<file path="src/rtl/prog_loader_pkg.sv">
// Shared definitions for the program loader.
//   state_e            : loader / CPU-control state encoding
//   CPU_RST_CYCLES_DEF : default length of the CPU reset pulse
//   HDR_LEN            : header length in bytes (addr_hi, addr_lo, cnt_hi, cnt_lo)
package prog_loader_pkg;

  localparam int unsigned CPU_RST_CYCLES_DEF = 9;
  localparam int unsigned HDR_LEN            = 4;

  // Order matters: the helpers below rely on the byte-accepting states
  // coming first, followed by WRITE.
  typedef enum logic [3:0] {
    ADDR_HI,
    ADDR_LO,
    CNT_HI,
    CNT_LO,
    DATA_HI,
    DATA_LO,
    WRITE,
    CPU_RST,
    RUN,
    HALT
  } state_e;

  // States in which a stream byte may be accepted.
  function automatic logic accepts_byte(input state_e s);
    return (s <= DATA_LO);
  endfunction

  // States in which the external port owns the CPU memory.
  function automatic logic owns_memory(input state_e s);
    return (s <= WRITE);
  endfunction

endpackage

</file>
<file path="src/rtl/prog_loader.sv">
// Program loader: receives a byte stream (addr_hi, addr_lo, cnt_hi, cnt_lo,
// then cnt 16-bit words hi/lo), writes the words into CPU memory through the
// external port, then pulses the CPU reset for CPU_RST_CYCLES cycles, lets
// the CPU run and latches its halt indication.
// Ports:
//   clk, reset_n            clock, synchronous active-low reset
//   in_valid/in_data/in_ready  byte stream handshake
//   ext_we/ext_addr/ext_data   memory write port (addr/data hold when idle)
//   test_normal             1 = external port owns memory
//   cpu_rst_n               active-low CPU reset
//   done                    CPU halt indication (only observed in RUN)
//   halted                  sticky program-finished flag
//   words_loaded            words written in the current load
module prog_loader
  import prog_loader_pkg::*;
#(
  parameter int unsigned CPU_RST_CYCLES = CPU_RST_CYCLES_DEF
) (
  input  logic        clk,
  input  logic        reset_n,
  input  logic        in_valid,
  input  logic [7:0]  in_data,
  output logic        in_ready,
  output logic        ext_we,
  output logic [15:0] ext_addr,
  output logic [15:0] ext_data,
  output logic        test_normal,
  output logic        cpu_rst_n,
  input  logic        done,
  output logic        halted,
  output logic [15:0] words_loaded
);

  // Header bytes preceding cnt_lo; cnt_lo is combined straight from in_data.
  localparam int unsigned HW       = (HDR_LEN - 1) * 8;
  localparam logic [15:0] RST_LAST = 16'(CPU_RST_CYCLES - 1);

  state_e         state_q, state_d;
  logic [HW-1:0]  hdr_q, hdr_d;
  logic [15:0]    cnt_q, cnt_d;
  logic [15:0]    addr_q, addr_d;
  logic [15:0]    words_q, words_d;
  logic [7:0]     hi_q, hi_d;
  logic [15:0]    rst_cnt_q, rst_cnt_d;
  logic           we_d;
  logic [15:0]    ext_addr_q, ext_addr_d;
  logic [15:0]    ext_data_q, ext_data_d;
  logic           in_ready_q, ext_we_q, test_normal_q, cpu_rst_n_q, halted_q;
  logic           accept;

  assign accept = in_valid && in_ready_q;

  always_comb begin
    state_d    = state_q;
    hdr_d      = hdr_q;
    cnt_d      = cnt_q;
    addr_d     = addr_q;
    words_d    = words_q;
    hi_d       = hi_q;
    rst_cnt_d  = rst_cnt_q;
    we_d       = 1'b0;
    ext_addr_d = ext_addr_q;
    ext_data_d = ext_data_q;
    unique case (state_q)
      ADDR_HI: if (accept) begin
        hdr_d   = {hdr_q[HW-9:0], in_data};
        state_d = ADDR_LO;
      end
      ADDR_LO: if (accept) begin
        hdr_d   = {hdr_q[HW-9:0], in_data};
        state_d = CNT_HI;
      end
      CNT_HI: if (accept) begin
        hdr_d   = {hdr_q[HW-9:0], in_data};
        state_d = CNT_LO;
      end
      CNT_LO: if (accept) begin
        addr_d    = hdr_q[HW-1 -: 16];
        cnt_d     = {hdr_q[7:0], in_data};
        words_d   = '0;
        rst_cnt_d = '0;
        state_d   = ({hdr_q[7:0], in_data} != 16'd0) ? DATA_HI : CPU_RST;
      end
      DATA_HI: if (accept) begin
        hi_d    = in_data;
        state_d = DATA_LO;
      end
      DATA_LO: if (accept) begin
        // Write port is registered, so the strobe lands in the WRITE state.
        we_d       = 1'b1;
        ext_addr_d = addr_q;
        ext_data_d = {hi_q, in_data};
        state_d    = WRITE;
      end
      WRITE: begin
        addr_d    = addr_q + 16'd1;
        words_d   = words_q + 16'd1;
        rst_cnt_d = '0;
        state_d   = (words_d < cnt_q) ? DATA_HI : CPU_RST;
      end
      CPU_RST: begin
        if (rst_cnt_q == RST_LAST) state_d = RUN;
        else                       rst_cnt_d = rst_cnt_q + 16'd1;
      end
      RUN:  if (done) state_d = HALT;
      HALT: state_d = HALT;
      default: state_d = ADDR_HI;
    endcase
  end

  // Outputs are registered from the next state so they line up with state_q.
  always_ff @(posedge clk) begin
    if (!reset_n) begin
      state_q       <= ADDR_HI;
      hdr_q         <= '0;
      cnt_q         <= '0;
      addr_q        <= '0;
      words_q       <= '0;
      hi_q          <= '0;
      rst_cnt_q     <= '0;
      ext_we_q      <= 1'b0;
      ext_addr_q    <= '0;
      ext_data_q    <= '0;
      in_ready_q    <= 1'b0;
      test_normal_q <= 1'b1;
      cpu_rst_n_q   <= 1'b0;
      halted_q      <= 1'b0;
    end else begin
      state_q       <= state_d;
      hdr_q         <= hdr_d;
      cnt_q         <= cnt_d;
      addr_q        <= addr_d;
      words_q       <= words_d;
      hi_q          <= hi_d;
      rst_cnt_q     <= rst_cnt_d;
      ext_we_q      <= we_d;
      ext_addr_q    <= ext_addr_d;
      ext_data_q    <= ext_data_d;
      in_ready_q    <= accepts_byte(state_d);
      test_normal_q <= owns_memory(state_d);
      cpu_rst_n_q   <= (state_d == RUN) || (state_d == HALT);
      halted_q      <= (state_d == HALT);
    end
  end

  assign in_ready     = in_ready_q;
  assign ext_we       = ext_we_q;
  assign ext_addr     = ext_addr_q;
  assign ext_data     = ext_data_q;
  assign test_normal  = test_normal_q;
  assign cpu_rst_n    = cpu_rst_n_q;
  assign halted       = halted_q;
  assign words_loaded = words_q;

endmodule

</file>
<file path="config.mk">
export PLATFORM = sky130hd
export DESIGN_NAME = prog_loader
export DESIGN_NICKNAME = d
export VERILOG_FILES = /design/src/rtl/prog_loader_pkg.sv /design/src/rtl/prog_loader.sv
export SDC_FILE = /design/constraint.sdc
export NUM_CORES = 1
export LEC_CHECK = 0
export BUFFER_PORTS_ARGS = -buffer_cell sky130_fd_sc_hd__buf_2
export CORE_MARGIN = 5
export CORE_UTILIZATION = 45
export DETAILED_ROUTE_END_ITERATION = 6
export GPL_ROUTABILITY_DRIVEN = 0
export PLACE_DENSITY_LB_ADDON = 0.05
export SKIP_CTS_REPAIR_TIMING = 1
export SYNTH_ARGS = -nofsm -noshare
export SYNTH_HDL_FRONTEND = slang
export SYNTH_SLANG_ARGS = --single-unit
</file>
<file path="constraint.sdc">
create_clock -name clk -period 5.5 [get_ports clk]
set_input_delay 0.825 -clock clk [delete_from_list [all_inputs] [get_ports clk]]
set_output_delay 0.825 -clock clk [all_outputs]
set_load 0.01 [all_outputs]
</file>
=== Yosys cells after proc, flatten, opt, wreduce, memory -nomap -nowiden ===
Index checks and enable logic that the tools add are counted.
W data, S select, Z words.

* Word-level logic and storage cells: 66
* Bits of input ports: 12
* Flip-flop bits (word level): 137

* Reductions and logical operators: 14
* Equal/unequal tests: 14
* $lt $le $gt $ge: 3
* Muxes and demuxes: 18
* Add/sub/neg operators: 3

{| class="wikitable"
|+ Operators by type and width
! operator !! number
|-
| $pmux W16 S2 || 2
|-
| $add A16 B1 Y16 const B || 3
|-
| $mux W16 || 3
|-
| $pmux W16 S3 || 1
|-
| $pmux W4 S10 || 1
|-
| $mux W4 || 8
|-
| $eq A16 B4 Y1 const B || 1
|-
| $eq A4 B3 Y1 const B || 4
|-
| $eq A4 B4 Y1 const B || 4
|-
| $lt A16 B16 Y1 || 1
|-
| $reduce_bool A16 Y1 || 1
|-
| $reduce_and A2 Y1 || 6
|-
| $eq A4 B2 Y1 const B || 2
|-
| $le A4 B3 Y1 const B || 2
|-
| $eq A4 B1 Y1 const B || 1
|-
| $logic_not A4 Y1 || 1
|-
| $mux W2 || 2
|-
| $ne A2 B2 Y1 const B || 2
|-
| $reduce_and A3 Y1 || 1
|-
| $reduce_bool A3 Y1 || 1
|-
| $reduce_or A3 Y1 || 1
|-
| $reduce_bool A2 Y1 || 1
|-
| $logic_and A1 B1 Y1 || 1
|-
| $logic_or A1 B1 Y1 || 1
|-
| $mux W1 || 1
|}

=== Longest topological paths before layout ===
Gate-level depths: netlist (run 1).

* Depth in word-level cells: 6
* Depth in mapped cells: 13
* Mapped depth without buffers: 12

=== Worst setup path before layout (run 1) ===
Ideal clock, no wire load.

* Path kind: register to register
* From: register words_q[0] (netlist: words_loaded[0])
* To: register test_normal_q (netlist: test_normal)
* Buffers on the path: 0
* Slack: 2649 ps
* Arrival: 2774 ps
* Data required time: 5422 ps
* Stages on the path, launching flop included: 12
* Cell sequence: dfxtp_1 > ha_1 > nand2_1 > nor3_1 > nand3_1 > xnor2_1 > ha_1 > and4_1 > a221oi_1 > nand2b_1 > a21oi_1 > nor3_1

* Longest elaborated chain between the ends: 5

{| class="wikitable"
|+ RTL lines
! element !! RTL line !! RTL
|-
| from (decl) || prog_loader.sv:42 || <nowiki>logic [15:0] words_q, words_d;</nowiki>
|-
| from (signal assigned) || prog_loader.sv:133 || <nowiki>words_q <= words_d;</nowiki>
|-
| $add A16 B1 Y16 || prog_loader.sv:97 || <nowiki>words_d = words_q + 16'd1;</nowiki>
|-
| $lt A16 B16 Y1 || prog_loader.sv:99 || <nowiki>state_d = (words_d < cnt_q) ? DATA_HI : CPU_RST;</nowiki>
|-
| $mux W2 || prog_loader.sv:99 ||
|-
| $pmux W4 S10 || prog_loader.sv:64 || <nowiki>unique case (state_q)</nowiki>
|-
| $le A4 B3 Y1 || prog_loader_pkg.sv:32 || <nowiki>return (s <= WRITE);</nowiki>
|-
| to (signal assigned) || prog_loader.sv:140 || <nowiki>test_normal_q <= owns_memory(state_d);</nowiki>
|-
| to (decl) || prog_loader.sv:48 || <nowiki>logic in_ready_q, ext_we_q, test_normal_q, cpu_rst_n_q, halted_q;</nowiki>
|}

No other way between the ends.
A chain may end at the register's enable or synchronous reset.

=== Worst setup path in the final report (run 1) ===
Same ends and word-level chain as after synthesis.

==> qor.yml, run 1 <==
setup_path:
  rr_startpoint: "words_loaded[0]"
  worstSetupStartpointType: "register"
  cp.required_ns: 5.84
  crit_arrival_ns: 3.59
  reg2reg_depth: 11
  worstReg2RegEnd: "test_normal"
  crit_type: "register to register"
  regToRegSetupSlack_ns: 2.25
  cp-end-kind: "register"
  crit_fanout: 7
timing:
  fmax_mhz: 307
  tightest_slew_ns: 1.09
  finalSetupViolCount: 0
  fin_ws_ns: 2.25
  rsz0062_at_grt: "false"
  finClkSkew_ns: 0.00858
  hold_viol: 0
  max-slew-margin-rel: 0.274
  final_max_slew_viol_count: 0
  fin_crit_sh: 0.591
  setup_tns_ns: 0
  period_needed_ns: 3.25
hold_path:
  whs_path_depth: 2
  worstHoldEndpoint: "ext_data[11]"
  hold_class: "register to register"
  hold_path_startpoint: "ext_data[11]"
floorplan:
  io_pins: 65
  fp.dieW_um: 127
  fp.coreArea_mm2: 0.0133
  die_h_um: 127
  start_util: 0.460
  dieArea_mm2: 0.0160
  num_rows: 42
drt:
  drtPass1Iterations: 5
  dr_total_vias: 5502
  wl_per_cell_um: 15.2
  ant_nets: 0
  avgViaCountPerCell: 5.43
  drt_iter0_drc: 409
  drc: 0
  drt_wl_total_mm: 15.4
global_route:
  grt_usage: 0.197
  grt_antenna_before_repair: 0
  grt_pass1_wl_mm: 25.9
  grt_max_degree: 105
  grt_pass1_vias: 5253
  grt.overflow.total: 0
clock_tree:
  cts_tree: "done"
  cts.clk_slew.worst_paths_ns: 0.07
  htree_num_levels: 4
  cts.path.max_buffers: 2
  numCtsBuffers: 17
  cts-root-buf: "clkbuf_16"
  clock_latency_ns: 0.43
  cts.sinks: 137
power:
  ir_drop_mv: 0.214
  p_leak_nw: 2.72
  swShare: 0.239
  comb_power_share: 0.025
  p_int_mw: 1.70
  p_clk_frac: 0.524
  pwr-share-seq: 0.451
  cellPowerDensity_mw_per_mm2: 312
  p_sw_mw: 0.534
synthesis:
  avgSynthCellArea_um2: 7.86
  synth_cell_type_count: 51
  seq_area_frac_synth: 0.448
  synth-edff-count: 0
  synth_cells: 779
  async_reset_ff_frac: 0
  ys.flop_type: "dfxtp_1"
  ys_ff_latch: 137
  synthesis.area_mm2: 0.00612
  syn-num-nets: 810
  yosysWarningCount: 0
layout:
  seq_area_mm2: 0.00274
  multi_input_area_mm2: 0.00316
  fill_cells: 1293
  antennaDiodeCount: 0
  final_util: 0.539
  drive_gt1_frac: 0.130
  fin_nets: 856
  syn2layout_area_growth_pct: 17.1
flow_run:
  drv_cap: 0
placement:
  place_hpwl_mm: 10.6
  pre_cts_slack_ns: 2.29
  io_buffers: 64
status:
  status: "completed"
## routing by layer
layer / part of all wire / vias to the layer above / track usage
met3: 0.047 / 24 / 0.0534
met5: 0 / - / 0
met2: 0.45 / 113 / 0.305
met1: 0.48 / 2581 / 0.263
met4: 0.021 / 0 / 0.0776
li1: - / 2784 / -
## per-stage QoR
stage / hold slack (ns) / cell area (um^2) / power, mW / cells
detailed placement: 0.443 / 6560 / 1.09 / 982
floorplan: 0.432 / 6120 / 1.06 / 779
global placement: 0.440 / 6560 / 1.08 / 982
CTS: 0.452 / 7170 / 2.26 / 1014
global route: 0.463 / 7170 / 2.32 / 1014
finish: 0.450 / 7170 / 2.23 / 1014
## state kept, by name, summed over array words and instances, names as in the netlist
| name | count |
|---|---|
| in_ready | 1 |
| words_loaded | 16 |
| ext_we | 1 |
| state_q | 4 |
| addr_q | 16 |
| hdr_q | 24 |
| rst_cnt_q | 16 |
| cpu_rst_n | 1 |
| ext_data | 16 |
| halted | 1 |
| ext_addr | 16 |
| cnt_q | 16 |
| test_normal | 1 |
| hi_q | 8 |
## cell usage after synthesis, types with 13 or more instances
master	n	area (um^2)
xor2_1	13	114
ha_1	19	238
nor2_1	57	214
nand3_1	28	140
clkbuf_1	37	139
xnor2_1	14	123
nor3_1	21	105
and3_1	13	81.3
inv_1	20	75.1
dfxtp_1	137	2740
a21oi_1	101	505
nand2_1	184	691
o21ai_0	25	125
## power by group through the flow
stage	sequential, mW	combinational (mW)	clock [mW]
after floorplan	1.03	0.0361	0
after global placement	1.03	0.0560	0
after detailed placement	1.03	0.0565	0
after CTS	1.01	0.0570	1.20
after global routing	1.01	0.0624	1.25
final	1.01	0.0569	1.17
## cells by family after synthesis
family | after synthesis | synth area share
muxes | 8 | 0.0131
xor gates and xnor gates | 27 | 0.0386
DFF | 137 | 0.448
adders and majority gates | 19 | 0.0388
AOI/OAI and AO/OA | 174 | 0.164
buffers and inverters | 63 | 0.0390
and+or+nand+nor | 351 | 0.258
## layout by cell type (no fill, tap or decap), types with 13 or more instances in the layout
cell	count
a21oi_1	101
and3_1	13
nor2_1	57
nand3_1	28
clkbuf_16	17
inv_1	20
buf_2	64
nand2_1	184
xor2_1	13
ha_1	19
o21ai_0	25
xnor2_1	14
nor3_1	20
dfxtp_1	137
## area by class of cell
type                    instances  area share
repair buffers                 69      0.0499
inverters                      21      0.0112
well taps                     176      0.0307
multi-input cells             579       0.441
clock inverters                15      0.0251
clock buffers                  17      0.0594
flip-flops and latches        137       0.383
## critical path, stage by stage (launching register included)
cell,delay [ns]
dfxtp_1,0.44
ha_1,0.29
nand2_1,0.08
nor3_1,0.52
nand3_1,0.25
xnor2_1,0.19
ha_1,0.33
and4_1,0.21
a221oi_1,0.32
nand2b_1,0.23
a21oi_1,0.09
nor3_1,0.21
## worst max-delay path by stage
stage	startpoint	endpoint	slack (ns)	cells after the start
2_1_floorplan	words_loaded[0]	test_normal	2.65	11
3_3_place_gp	words_loaded[0]	test_normal	2.44	12
3_5_place_dp	words_loaded[0]	test_normal	2.29	11
4_1_cts	words_loaded[0]	test_normal	2.26	11
5_1_grt	words_loaded[0]	halted	1.98	10
6_report	words_loaded[0]	test_normal	2.25	11
Note: power is estimated with default switching activity, not from simulation.
==> inputs of run 2 (changes only) <==
==> constraint.sdc (replaced) <==
create_clock -name clk -period 2.85 [get_ports clk]
set_input_delay 0.4275 -clock clk [delete_from_list [all_inputs] [get_ports clk]]
set_output_delay 0.4275 -clock clk [all_outputs]
set_load 0.01 [all_outputs]
==> qor.yml, run 2 (synthesized netlist as in run 1, its figures left out) <==
layout:
  fill_cells: 1275  # -1.4%
  fin_cells: 1032  # +1.8%
  mostFrequentLayoutCells: "nand2_1 (184), dfxtp_1 (137), a21oi_1 (101)"
  fin_nets: 874  # +2.1%
  layout_commonest_cell: "nand2_1"
  largest_reg_flops: 24  # unchanged
  syn2layout_area_growth_pct: 19.8
  antennaDiodeCount: 0  # unchanged
  design_area_mm2: 0.00733  # +2.3%
  drive_gt1_frac: 0.159  # +0.0288
  top_register: "hdr_q"
floorplan:
  die_h_um: 127  # unchanged
  fp.dieW_um: 127  # unchanged
  start_util: 0.460  # unchanged
  num_rows: 42  # unchanged
  dieArea_mm2: 0.0160  # unchanged
  io_pins: 65  # unchanged
  fp.coreArea_mm2: 0.0133  # unchanged
timing:
  finClkSkew_ns: 0.00688  # -0.00170 ns
  finalSetupViolCount: 0  # unchanged
  fin_ws_ns: 0.200  # -2.05 ns
  period_needed_ns: 2.65  # -0.603 ns
  hold_viol: 0  # unchanged
  max-slew-margin-rel: 0.291  # +0.0162
  tightest_slew_ns: 1.06  # -0.0242 ns
  fin_crit_sh: 0.930  # +0.338
  final_max_slew_viol_count: 0  # unchanged
  fmax_mhz: 377  # +23%
drt:
  ant_nets: 0  # unchanged
  drt_iter0_drc: 434  # +6.1%
  dr_total_vias: 5600  # +1.8%
  drt_wl_total_mm: 15.4  # +0.40%
  wl_per_cell_um: 15.0  # -1.4%
  drc: 0  # unchanged
  drtPass1Iterations: 5  # unchanged
  avgViaCountPerCell: 5.43  # about the same
clock_tree:
  clock_latency_ns: 0.42  # about the same
  cts-root-buf: "clkbuf_16"
  numCtsBuffers: 17  # unchanged
  cts_tree: "done"
  htree_num_levels: 4  # unchanged
  cts.clk_slew.worst_paths_ns: 0.06  # about the same
  cts.path.max_buffers: 2  # unchanged
  cts.sinks: 137  # unchanged
power:
  pwr-share-seq: 0.470  # +0.019
  p_int_mw: 3.19  # +87%
  p_clk_frac: 0.502  # -0.022
  swShare: 0.229  # -0.00946
  cellPowerDensity_mw_per_mm2: 564  # +81%
  comb_power_share: 0.028  # +0.003
  ir_drop_mv: 0.416  # +94%
  p_leak_nw: 2.82  # +3.4%
  p_sw_mw: 0.950  # +78%
setup_path:
  crit_arrival_ns: 2.99  # -0.60 ns
  crit_type: "register to register"
  crit_fanout: 7  # unchanged
  worstReg2RegEnd: "test_normal"
  cp-end-kind: "register"
  path_cells: "and3_1 -> nor2b_1 -> and3_4 -> nand3_1 -> xnor2_1 -> ha_1 -> and4_1 -> a221oi_2 -> nand2b_4 -> a21oi_1 -> nor3_1"
  reg2reg_depth: 11  # unchanged
  cp.required_ns: 3.19  # -2.65 ns
  critPathMaxStageDelay_ns: 0.39  # -0.13 ns
  rr_startpoint: "words_loaded[10]"
  worstSetupStartpointType: "register"
  regToRegSetupSlack_ns: 0.20  # -2.05 ns
  crit_slowest_cell: "dfxtp_1"
hold_path:
  worstHoldEndpoint: "hdr_q[5]"
  hold_class: "input pin to register"
  hold_path_startpoint: "in_data[5]"
  whs_path_depth: 3  # +1
placement:
  place_hpwl_mm: 10.6  # about the same
  placed_area_mm2: 0.00671  # +2.2%
  io_buffers: 64  # unchanged
  pre_cts_slack_ns: 0.0400  # -2.25 ns
  place_inst: 999  # +1.7%
global_route:
  grt_usage: 0.198  # +0.000462
  grt_max_degree: 112  # +6.7%
  grt_pass1_vias: 5351  # +1.9%
  grt.overflow.total: 0  # unchanged
  grt_pass1_wl_mm: 26.2  # +1.1%
  grt_antenna_before_repair: 0  # unchanged
status:
  status: "completed"
flow_run:
  drv_cap: 0  # unchanged
## run 2: cell types whose count changed in the layout (fill, tap and decap cells not counted), moves of 2 or more
cell / previous run / this run
and3_4: 0 / 3
buf_4: 5 / 22
inv_8: 4 / 0
nor3_1: 20 / 18
clkinv_2: 2 / 4
inv_6: 5 / 3
clkinvlp_4: 0 / 3
and3_1: 13 / 10
## run 2: area by class of cell
cell class,instances,area [um^2],share of cell area
Multi-Input combinational cell,579,3220,0.439
Sequential cell,137,2740,0.374
Timing Repair Buffer,87,505,0.0690
Clock buffer,19,443,0.0604
Tap cell,176,220,0.0300
Clock inverter,13,120,0.0164
Inverter,21,80.1,0.0109
## run 2: worst max-delay path by stage
stage | from | endpoint | slack [ns]
final | words_loaded[10] | test_normal | 0.20
after global routing | words_loaded[10] | test_normal | -0.06
after CTS | words_loaded[4] | test_normal | 0.01
after global placement | words_loaded[4] | test_normal | 0.15
after floorplan | words_loaded[2] | test_normal | 0.07
after detailed placement | words_loaded[1] | test_normal | 0.04
## run 2: through the flow
stage	hold WS, ns	utilization	setup TNS, ns	total power, mW
2_1_floorplan	0.432	-	0	2.05
4_1_cts	0.274	0.547	0	4.18
3_3_place_gp	0.440	0.504	0	2.10
3_5_place_dp	0.445	0.504	0	2.10
5_1_grt	0.290	0.551	-0.0692	4.29
6_report	0.290	0.551	0	4.14
## run 2: power groups by stage
| stage | sequential [mW] | combinational, mW | clock (mW) |
|---|---|---|---|
| after global placement | 1.99 | 0.113 | 0 |
| final | 1.94 | 0.115 | 2.08 |
| after global routing | 1.95 | 0.127 | 2.22 |
| after CTS | 1.94 | 0.115 | 2.12 |
| after detailed placement | 1.99 | 0.114 | 0 |
| after floorplan | 1.98 | 0.0697 | 0 |
## run 2: critical path: cells and delay by family (launching register included)
| family | cells | cell delay (ns) |
|---|---|---|
| flops | 1 | 0.39 |
| compound gates | 2 | 0.35 |
| fa+ha+maj | 1 | 0.29 |
| xor+xnor | 1 | 0.20 |
| simple gates | 7 | 1.35 |
## run 2: routing by layer
metal	track usage	up-vias	wire length, um
li1	-	2826	-
met1	0.271	2638	7530
met2	0.306	113	7030
met3	0.0437	23	620
met4	0.0719	0	258
met5	0	-	0
